**src/rtl/des_iter_ctrl.sv**
```systemverilog
`default_nettype none
// ============================================================================
// Module  : des_iter_ctrl
// Brief   : Iterative DES sequencer. Holds L/R, C/D and the round count, and
//           runs one Feistel round per clock against an external f datapath.
// Rev     : 1.0  initial release
// ============================================================================
module des_iter_ctrl #(
    parameter int ROUNDS = 16,
    parameter int HALF_W = 28
) (
    input  logic                  clk,
    input  logic                  rst_n,
    input  logic                  start,
    input  logic                  decrypt,
    input  logic [63:0]           data_in,
    input  logic [2*HALF_W-1:0]   key_cd,
    input  logic [31:0]           f_res,
    output logic [31:0]           r_cur,
    output logic [2*HALF_W-1:0]   cd_cur,
    output logic                  busy,
    output logic                  done,
    output logic [63:0]           data_out
);

    localparam logic [4:0] LAST_RND = 5'(ROUNDS);

    typedef enum logic [1:0] {
        S_IDLE   = 2'd0,
        S_ROUND  = 2'd1,
        S_FINISH = 2'd2
    } state_t;

    state_t                state_q, state_d;
    logic [31:0]           l_q, l_d;
    logic [31:0]           r_q, r_d;
    logic [2*HALF_W-1:0]   cd_q, cd_d;
    logic [2*HALF_W-1:0]   cd_rot;
    logic [4:0]            rnd_q, rnd_d;
    logic                  mode_q, mode_d;
    logic                  done_q, done_d;
    logic [63:0]           dout_q, dout_d;
    logic [1:0]            rot_amt;

    function automatic logic [HALF_W-1:0] rot_half(
        input logic [HALF_W-1:0] x,
        input logic [1:0]        amt,
        input logic              right
    );
        logic [HALF_W-1:0] y;
        case ({right, amt})
            3'b001:  y = {x[HALF_W-2:0], x[HALF_W-1]};
            3'b010:  y = {x[HALF_W-3:0], x[HALF_W-1:HALF_W-2]};
            3'b101:  y = {x[0], x[HALF_W-1:1]};
            3'b110:  y = {x[1:0], x[HALF_W-1:2]};
            default: y = x;
        endcase
        return y;
    endfunction

    // Decrypt walks the encrypt schedule backwards, so its first round sees
    // the untouched key (which equals K16 after a full 28-bit rotation).
    always_comb begin
        rot_amt = 2'd2;
        if (mode_q && (rnd_q == 5'd1)) begin
            rot_amt = 2'd0;
        end else if ((rnd_q == 5'd1) || (rnd_q == 5'd2) ||
                     (rnd_q == 5'd9) || (rnd_q == LAST_RND)) begin
            rot_amt = 2'd1;
        end
    end

    assign cd_rot = {rot_half(cd_q[2*HALF_W-1:HALF_W], rot_amt, mode_q),
                     rot_half(cd_q[HALF_W-1:0],        rot_amt, mode_q)};

    always_comb begin
        state_d = state_q;
        l_d     = l_q;
        r_d     = r_q;
        cd_d    = cd_q;
        rnd_d   = rnd_q;
        mode_d  = mode_q;
        dout_d  = dout_q;
        done_d  = 1'b0;
        case (state_q)
            S_IDLE: begin
                if (start) begin
                    l_d     = data_in[63:32];
                    r_d     = data_in[31:0];
                    cd_d    = key_cd;
                    mode_d  = decrypt;
                    rnd_d   = 5'd1;
                    state_d = S_ROUND;
                end
            end
            S_ROUND: begin
                cd_d  = cd_rot;
                l_d   = r_q;
                r_d   = l_q ^ f_res;
                rnd_d = rnd_q + 5'd1;
                if (rnd_q == LAST_RND) begin
                    state_d = S_FINISH;
                end
            end
            S_FINISH: begin
                dout_d  = {r_q, l_q};
                done_d  = 1'b1;
                state_d = S_IDLE;
            end
            default: begin
                state_d = S_IDLE;
            end
        endcase
    end

    always_ff @(posedge clk or negedge rst_n) begin
        if (!rst_n) begin
            state_q <= S_IDLE;
            l_q     <= '0;
            r_q     <= '0;
            cd_q    <= '0;
            rnd_q   <= '0;
            mode_q  <= 1'b0;
            done_q  <= 1'b0;
            dout_q  <= '0;
        end else begin
            state_q <= state_d;
            l_q     <= l_d;
            r_q     <= r_d;
            cd_q    <= cd_d;
            rnd_q   <= rnd_d;
            mode_q  <= mode_d;
            done_q  <= done_d;
            dout_q  <= dout_d;
        end
    end

    assign r_cur    = r_q;
    assign cd_cur   = (state_q == S_ROUND) ? cd_rot : cd_q;
    assign busy     = (state_q != S_IDLE);
    assign done     = done_q;
    assign data_out = dout_q;

endmodule
`default_nettype wire
```
**config.mk**
```make
export PLATFORM = sky130hd
export DESIGN_NAME = des_iter_ctrl
export DESIGN_NICKNAME = d
export VERILOG_FILES = /design/src/rtl/des_iter_ctrl.sv
export SDC_FILE = /design/constraint.sdc
export NUM_CORES = 1
export LEC_CHECK = 0
export CORE_MARGIN = 2
export CORE_UTILIZATION = 52
export CTS_BUF_LIST = sky130_fd_sc_hd__clkbuf_4 sky130_fd_sc_hd__clkbuf_8 sky130_fd_sc_hd__clkbuf_16
export DETAILED_ROUTE_END_ITERATION = 6
export GPL_TIMING_DRIVEN = 0
export HOLD_SLACK_MARGIN = 0.08
export PLACE_DENSITY = 0.88
export SLEW_MARGIN = 20
export SYNTH_ARGS = -nofsm -noshare
export SYNTH_HDL_FRONTEND = slang
export SYNTH_SLANG_ARGS = --single-unit
export TNS_END_PERCENT = 10
```
**constraint.sdc**
```tcl
create_clock -name clk -period 6.6 [get_ports clk]
set_input_delay 1.98 -clock clk [delete_from_list [all_inputs] [get_ports clk]]
set_output_delay 1.98 -clock clk [all_outputs]
set_load 0.02 [all_outputs]
```
==> results.yml, run 1 <==
sta:
  rsz0062_at_grt: "false"
  clock_skew_ns: 0.0189
  slew_headroom: 0.520
  post-route-period-util: 0.915
  setup_slack_ns: 0.560
  hold_viol: 0
  setup_violations: 0
  fin_crit_ns: 6.04
  slew_violations: 0
  fmax_mhz: 166
  tightest_slew_ns: 0.720
drt:
  ant_nets: 0
  dr.pass1.iters: 6
  first_iter_violations: 1018
  finalWirelength_mm: 39.3
  wire_per_inst_um: 23.1
  via_per_inst: 6.34
  vias: 10800
  remaining_drc_errors: 0
worst_setup_path:
  crit_path_max_incr_delay_ns: 0.72
  path_cells: "inv_1 > ha_1 > nor3b_1 > buf_2 > a21oi_1 > buf_2 > buf_1 > nor2_1 > a211oi_1 > clkdlybuf4s50_1"
  critPathBufInv: 5
  crit_family: "buffers and inverters"
  start_kind: "flop"
  crit_slowest_cell: "clkdlybuf4s50_1"
  arrival_ns: 4.06
  reg2reg_from: "rnd_q[1]"
  critPathKind: "reg2out"
  worstPathMaxFanout: 10
  cp_common_cell: "buf_2"
  endpoint_kind: "primary output"
  required_ns: 4.62
  crit_start: "rnd_q[1]"
placed_design:
  dp_hpwl_mm: 28.8
  dpl_cell_area_sq_mm: 0.0142
  routabilityCongestion: 0.993
  pre_cts_ws_ns: 1.24
  dp.cells: 1667
  port_buffers: 309
synthesis:
  synthArstFlopShare: 1.00
  synth.net_count: 1246
  synth-edff-count: 0
  ys_types: 48
  synthCells: 1086
  synth_warnings: 0
  synth.avg_cell_area_sq_um: 9.89
  ys_seq_area_frac: 0.450
  ys_ff_latch: 193
  ys.flop_type: "dfrtp_1"
  syn_area_sq_mm: 0.0107
final_layout:
  syn2layout_area_growth_pct: 38.3
  drive_above_1_share: 0.119
  final_cells: 1700
  fillers: 1458
  seq_area_sq_mm: 0.00483
  fin_nets: 1576
  fin_area_sq_mm: 0.0148
  multi_input_comb_area_sq_mm: 0.00541
clock_tree:
  cts_max_path_buffers: 2
  ctsHoldBuffers: 0
  cts.sinks: 193
  clk_pin_slew_ns: 0.07
  cts_made_buffers: 17
  cts_tree: "yes"
  cts_root_buffer: "clkbuf_16"
  clock_latency_ns: 0.45
  htreeDepth: 4
  post_cts_buffers: 0
  cts_resized: 0
global_route:
  grt_remaining_overflow: 0
  grt_max_degree: 84
  grt_pass1_vias: 10700
  grt_pass1_wl_mm: 60.2
  antenna_found_initial: 0
  grtUsageTotal: 0.357
run_status:
  status: "complete, no violations"
power_and_ir_drop:
  p_leak_nw: 6.11
  power.net_switching_mw: 4.54
  power_density_mw_per_mm2: 640
  pwr-share-seq: 0.242
  vdd_drop_max_uv: 538
  p_clk_frac: 0.116
  p_int_mw: 4.96
  swShare: 0.478
  combPwrFrac: 0.642
die:
  rows: 52
  core_area_sq_mm: 0.0202
  die_w_um: 148
  initial_core_util: 0.531
  die-area_sq_mm: 0.0218
  ioPinCount: 310
  fp.dieH_um: 148
worst_hold_path:
  holdCritPathClass: "reg2reg"
  hold_start: "data_out[26]"
flow_run:
  maxCapViolations: 0
==> power groups by stage <==
| stage | combinational (mW) | clock, mW | sequential, mW |
|---|---|---|---|
| floorplan | 3.51 | 0 | 2.33 |
| global placement | 5.88 | 0 | 2.27 |
| detailed placement | 5.98 | 0 | 2.29 |
| CTS | 6.03 | 1.10 | 2.27 |
| global route | 6.46 | 1.15 | 2.36 |
| finish | 6.10 | 1.10 | 2.30 |
==> final cells by class <==
| class | instances | area share |
|---|---|---|
| flip-flops and latches | 193 | 0.325 |
| inverters | 10 | 0.00253 |
| clock inverters | 14 | 0.0119 |
| diodes | 1 | 0.000169 |
| clock buffers | 18 | 0.0296 |
| plain buffers | 103 | 0.0308 |
| well taps | 270 | 0.0228 |
| multi-input cells | 780 | 0.364 |
| repair buffers | 311 | 0.212 |
==> synth_stat cells, types with 2 or more instances <==
cell / count / area (sq um)
a221oi_1: 15 / 131
a211oi_1: 17 / 128
buf_6: 2 / 22.5
o221ai_1: 58 / 508
buf_1: 13 / 48.8
dfrtp_1: 193 / 4830
o32ai_1: 2 / 17.5
inv_1: 10 / 37.5
nand2_1: 74 / 278
a22oi_1: 2 / 15.0
nor2_1: 200 / 751
nand2b_1: 4 / 25.0
o22ai_1: 11 / 68.8
a31oi_1: 34 / 213
mux2_2: 71 / 800
ha_1: 4 / 50.1
buf_2: 15 / 75.1
mux2i_1: 22 / 220
o211a_1: 2 / 20.0
a221oi_2: 5 / 75.1
o311a_1: 7 / 70.1
a21oi_1: 36 / 180
nor2b_1: 13 / 81.3
buf_4: 10 / 75.1
nand3_1: 3 / 15.0
and3_1: 25 / 156
nor3b_1: 3 / 22.5
o21ai_0: 16 / 80.1
o22a_1: 10 / 87.6
a221o_1: 32 / 320
o21a_1: 10 / 75.1
clkbuf_1: 63 / 236
a2bb2oi_1: 2 / 17.5
a21o_1: 3 / 22.5
a211oi_2: 28 / 350
xnor2_1: 32 / 280
o2bb2ai_1: 27 / 236
nor3_1: 2 / 10.0
==> layer usage <==
metal,part of all wire,global-route usage
met1,0.38,0.451
met2,0.48,0.599
met3,0.092,0.0648
met4,0.049,0.163
met5,0,0
==> metrics by stage <==
step / setup TNS (ns) / util / power [mW] / hold slack [ns]
floorplan: 0 / - / 5.84 / 0.517
global placement: -859.47 / 0.700 / 8.15 / 0.486
detailed placement: 0 / 0.703 / 8.27 / 0.491
CTS: 0 / 0.733 / 9.40 / 0.509
global route: 0 / 0.733 / 9.97 / 0.520
finish: 0 / 0.734 / 9.50 / 0.505
==> flip-flops by register name, summed over array words and instances (netlist names) <==
signal / count
cd_q: 56
data_out: 64
done: 1
l_q: 32
mode_q: 1
r_cur: 32
rnd_q: 5
state_q: 2
==> logic make-up after synthesis <==
kind of cell	after synthesis	synth area share
AND/OR/NAND/NOR	328	0.129
AO/OA/AOI/OAI	321	0.247
XOR/XNOR	33	0.0269
adder cells (fa/ha/maj)	4	0.00466
flip-flops	193	0.450
buffers and inverters	113	0.0462
multiplexers	94	0.0964
==> worst register-to-register path: cells and delay by family, from the launching register on <==
family | cells | cell delay (ns)
buffers and inverters | 4 | 1.13
AO/OA/AOI/OAI | 2 | 0.56
flip-flops | 1 | 0.41
AND/OR/NAND/NOR | 2 | 0.31
adder cells (fa/ha/maj) | 1 | 0.24
==> worst paths after layout <==
kind,to,slack [ns],cells after the start
max,cd_cur[50],0.56,10
min reg2reg,data_out[26],0.51,1
max reg2reg,cd_q[39],3.86,9
max in group asynchronous,l_q[19],4.47,2
min in group asynchronous,cd_q[49],1.38,1
min,data_out[26],0.51,1
==> layout by cell type, fill, tap and decap left out, types with 4 or more instances in the layout <==
| master | count |
|---|---|
| clkdlybuf4s50_1 | 308 |
| nor2_1 | 200 |
| dfrtp_1 | 193 |
| nand2_1 | 74 |
| mux2_2 | 71 |
| clkbuf_1 | 63 |
| o221ai_1 | 58 |
| a21oi_1 | 36 |
| a31oi_1 | 34 |
| xnor2_1 | 32 |
| a221o_1 | 32 |
| a211oi_2 | 28 |
| o2bb2ai_1 | 27 |
| and3_1 | 25 |
| mux2i_1 | 22 |
| a211oi_1 | 17 |
| clkbuf_16 | 17 |
| o21ai_0 | 16 |
| buf_2 | 15 |
| a221oi_1 | 15 |
| buf_1 | 13 |
| nor2b_1 | 13 |
| o22ai_1 | 11 |
| inv_1 | 10 |
| buf_4 | 10 |
| o21a_1 | 10 |
| o22a_1 | 10 |
| o311a_1 | 7 |
| a221oi_2 | 5 |
| inv_6 | 5 |
| nand2b_1 | 4 |
| ha_1 | 4 |
| inv_8 | 4 |
Power figures use the tool's default switching activity.
==> run 2: changes to the inputs <==
--- a/config.mk
+++ b/config.mk
@@ -6,12 +6,12 @@
 export NUM_CORES = 1
 export LEC_CHECK = 0
 export CORE_MARGIN = 2
-export CORE_UTILIZATION = 52
+export CORE_UTILIZATION = 44
 export CTS_BUF_LIST = sky130_fd_sc_hd__clkbuf_4 sky130_fd_sc_hd__clkbuf_8 sky130_fd_sc_hd__clkbuf_16
 export DETAILED_ROUTE_END_ITERATION = 6
 export GPL_TIMING_DRIVEN = 0
 export HOLD_SLACK_MARGIN = 0.08
-export PLACE_DENSITY = 0.88
+export PLACE_DENSITY = 0.8
 export SLEW_MARGIN = 20
 export SYNTH_ARGS = -nofsm -noshare
 export SYNTH_HDL_FRONTEND = slang
==> constraint.sdc (replaced) <==
create_clock -name clk -period 5.5 [get_ports clk]
set_input_delay 1.65 -clock clk [delete_from_list [all_inputs] [get_ports clk]]
set_output_delay 1.65 -clock clk [all_outputs]
set_load 0.02 [all_outputs]
==> run 2 against run 1 <==
Compared with the run above:
- clock power increased by 17%
- highest routed layer unchanged
- flip-flop and latch count unchanged
- clock-buffer cell count unchanged
- critical path type unchanged
- critical path depth decreased by 1
- register-to-register slack got worse by 1.0 ns
- worst hold slack about the same
- via count decreased by 0.68%
- sequential share of layout area decreased by 0.16 points
- cell count increased by 3.2%
==> results.yml, run 2 (synthesized netlist as in run 1, its figures left out) <==
run_status:
  status: "complete, no violations"
sta:
  fmax_mhz: 185
  rsz0062_at_grt: "false"
  setup_violations: 0
  tns_ns: 0
  post-route-period-util: 0.982
  tightest_slew_ns: 0.795
  hold_viol: 0
  fin_crit_ns: 5.40
  slew_headroom: 0.468
  clock_skew_ns: 0.0183
  slew_violations: 0
  setup_slack_ns: 0.0969
clock_tree:
  cts_max_path_buffers: 2
  cts_root_buffer: "clkbuf_16"
  post_cts_buffers: 0
  cts_tree: "yes"
  clk_pin_slew_ns: 0.08
  htreeDepth: 4
  cts_made_buffers: 17
  clock_latency_ns: 0.45
  cts.sinks: 193
placed_design:
  port_buffers: 309
  pre_cts_ws_ns: 0.463
  dp_hpwl_mm: 29.2
  routabilityCongestion: 0.988
power_and_ir_drop:
  vdd_drop_max_uv: 739
  p_leak_nw: 6.11
  power_density_mw_per_mm2: 764
die:
  ioPinCount: 310
  rows: 57
  die-area_sq_mm: 0.0257
  core_area_sq_mm: 0.0241
  die_w_um: 160
  initial_core_util: 0.445
  fp.dieH_um: 160
flow_run:
  maxCapViolations: 0
worst_setup_path:
  reg2reg_from: "rnd_q[1]"
  critPathKind: "reg2out"
  arrival_ns: 3.75
  worstPathMaxFanout: 10
  r2r-end: "cd_q[30]"
  ff2ff_path_depth: 8
  endpoint_kind: "primary output"
  required_ns: 3.85
  timing.reg2reg.setup_slack_ns: 2.83
  start_kind: "flop"
drt:
  dr.pass1.iters: 5
  first_iter_violations: 1139
  vias: 10700
  via_per_inst: 6.10
  finalWirelength_mm: 39.6
  wire_per_inst_um: 22.6
  ant_nets: 0
  remaining_drc_errors: 0
global_route:
  grtUsageTotal: 0.304
  antenna_found_initial: 1
  grt_remaining_overflow: 0
  grt_pass1_wl_mm: 60.7
  grt_max_degree: 87
  grt_pass1_vias: 10600
worst_hold_path:
  hold_start: "data_out[4]"
  holdCritPathClass: "reg2reg"
  whs_endpoint: "data_out[4]"
  min_delay_path_depth: 1
final_layout:
  largest_reg_flops: 64
  drive_above_1_share: 0.120
  final_common_cell: "clkdlybuf4s50_1"
  syn2layout_area_growth_pct: 38.9
  utilization: 0.619
  fin_nets: 1576
  layout_common_cells: "308 x clkdlybuf4s50_1, 200 x nor2_1, 193 x dfrtp_1"
==> run 2: changes by cell type in the layout (fill, tap and decap cells not counted), sizes merged <==
cell / previous run / this run
clkinv: 3 / 5
buf: 43 / 42
inv: 20 / 19
bufinv: 1 / 0
clkbuf: 81 / 82
==> run 2: worst max path at each step <==
stage	startpoint	end	cells after the start	slack, ns
after detailed placement	rnd_q[1]	cd_cur[50]	10	0.46
after floorplan	rnd_q[1]	cd_cur[14]	8	1.56
after global placement	rst_n	r_cur[17]	1	-5.34
after global routing	rnd_q[1]	cd_cur[50]	9	0.02
after CTS	rnd_q[1]	cd_cur[50]	10	0.11
final	rnd_q[1]	cd_cur[2]	9	0.1
==> run 2: area by class of cell <==
| cell class | instances | area (sq um) |
|---|---|---|
| Sequential cell | 193 | 4830 |
| Buffer | 103 | 459 |
| Inverter | 10 | 37.5 |
| Fill cell | 2014 | 9190 |
| Multi-Input combinational cell | 780 | 5410 |
| Clock buffer | 18 | 439 |
| Antenna cell | 1 | 2.50 |
| Tap cell | 324 | 405 |
| Clock inverter | 14 | 175 |
| Timing Repair Buffer | 311 | 3150 |
==> run 2: through the flow <==
stage | hold slack [ns] | cells | power, mW | instance area (sq um)
after floorplan | 0.517 | 1086 | 7.00 | 10700
after global placement | 0.486 | 1719 | 9.81 | 14200
after detailed placement | 0.492 | 1721 | 9.95 | 14300
after CTS | 0.509 | 1753 | 11.3 | 14900
after global routing | 0.523 | 1754 | 12.0 | 14900
final | 0.505 | 1754 | 11.4 | 14900
==> run 2: worst max-delay path, cell delays in order, from the launching register on <==
cell	delay, ns
dfrtp_1	0.41
inv_1	0.10
ha_1	0.23
nor3b_1	0.17
buf_2	0.19
a21oi_2	0.34
buf_2	0.34
clkbuf_1	0.59
o22a_1	0.30
clkdlybuf4s50_1	0.64
==> run 2: what timing repair did <==
item | in CTS | in global routing
hold endpoints to repair | 0 | 0
gates resized for setup | 1 | 1
cloned | 0 | 0
hold buffers | 0 | 0
endpoints found under the setup margin | 2 | 2
==> run 2: report_power, final <==
group	switching (mW)	internal, mW	leakage, nW
Combinational	4.07	3.24	3.42
Clock	0.656	0.635	0.299
Sequential	0.741	2.04	2.39
Total	5.47	5.92	6.11
==> run 2: metal layers <==
metal,global-route usage,wire length (um),vias up
li1,-,-,4708
met4,0.113,1440,0
met2,0.517,19000,662
met5,0,0,-
met1,0.393,16300,5232
met3,0.0475,2960,104
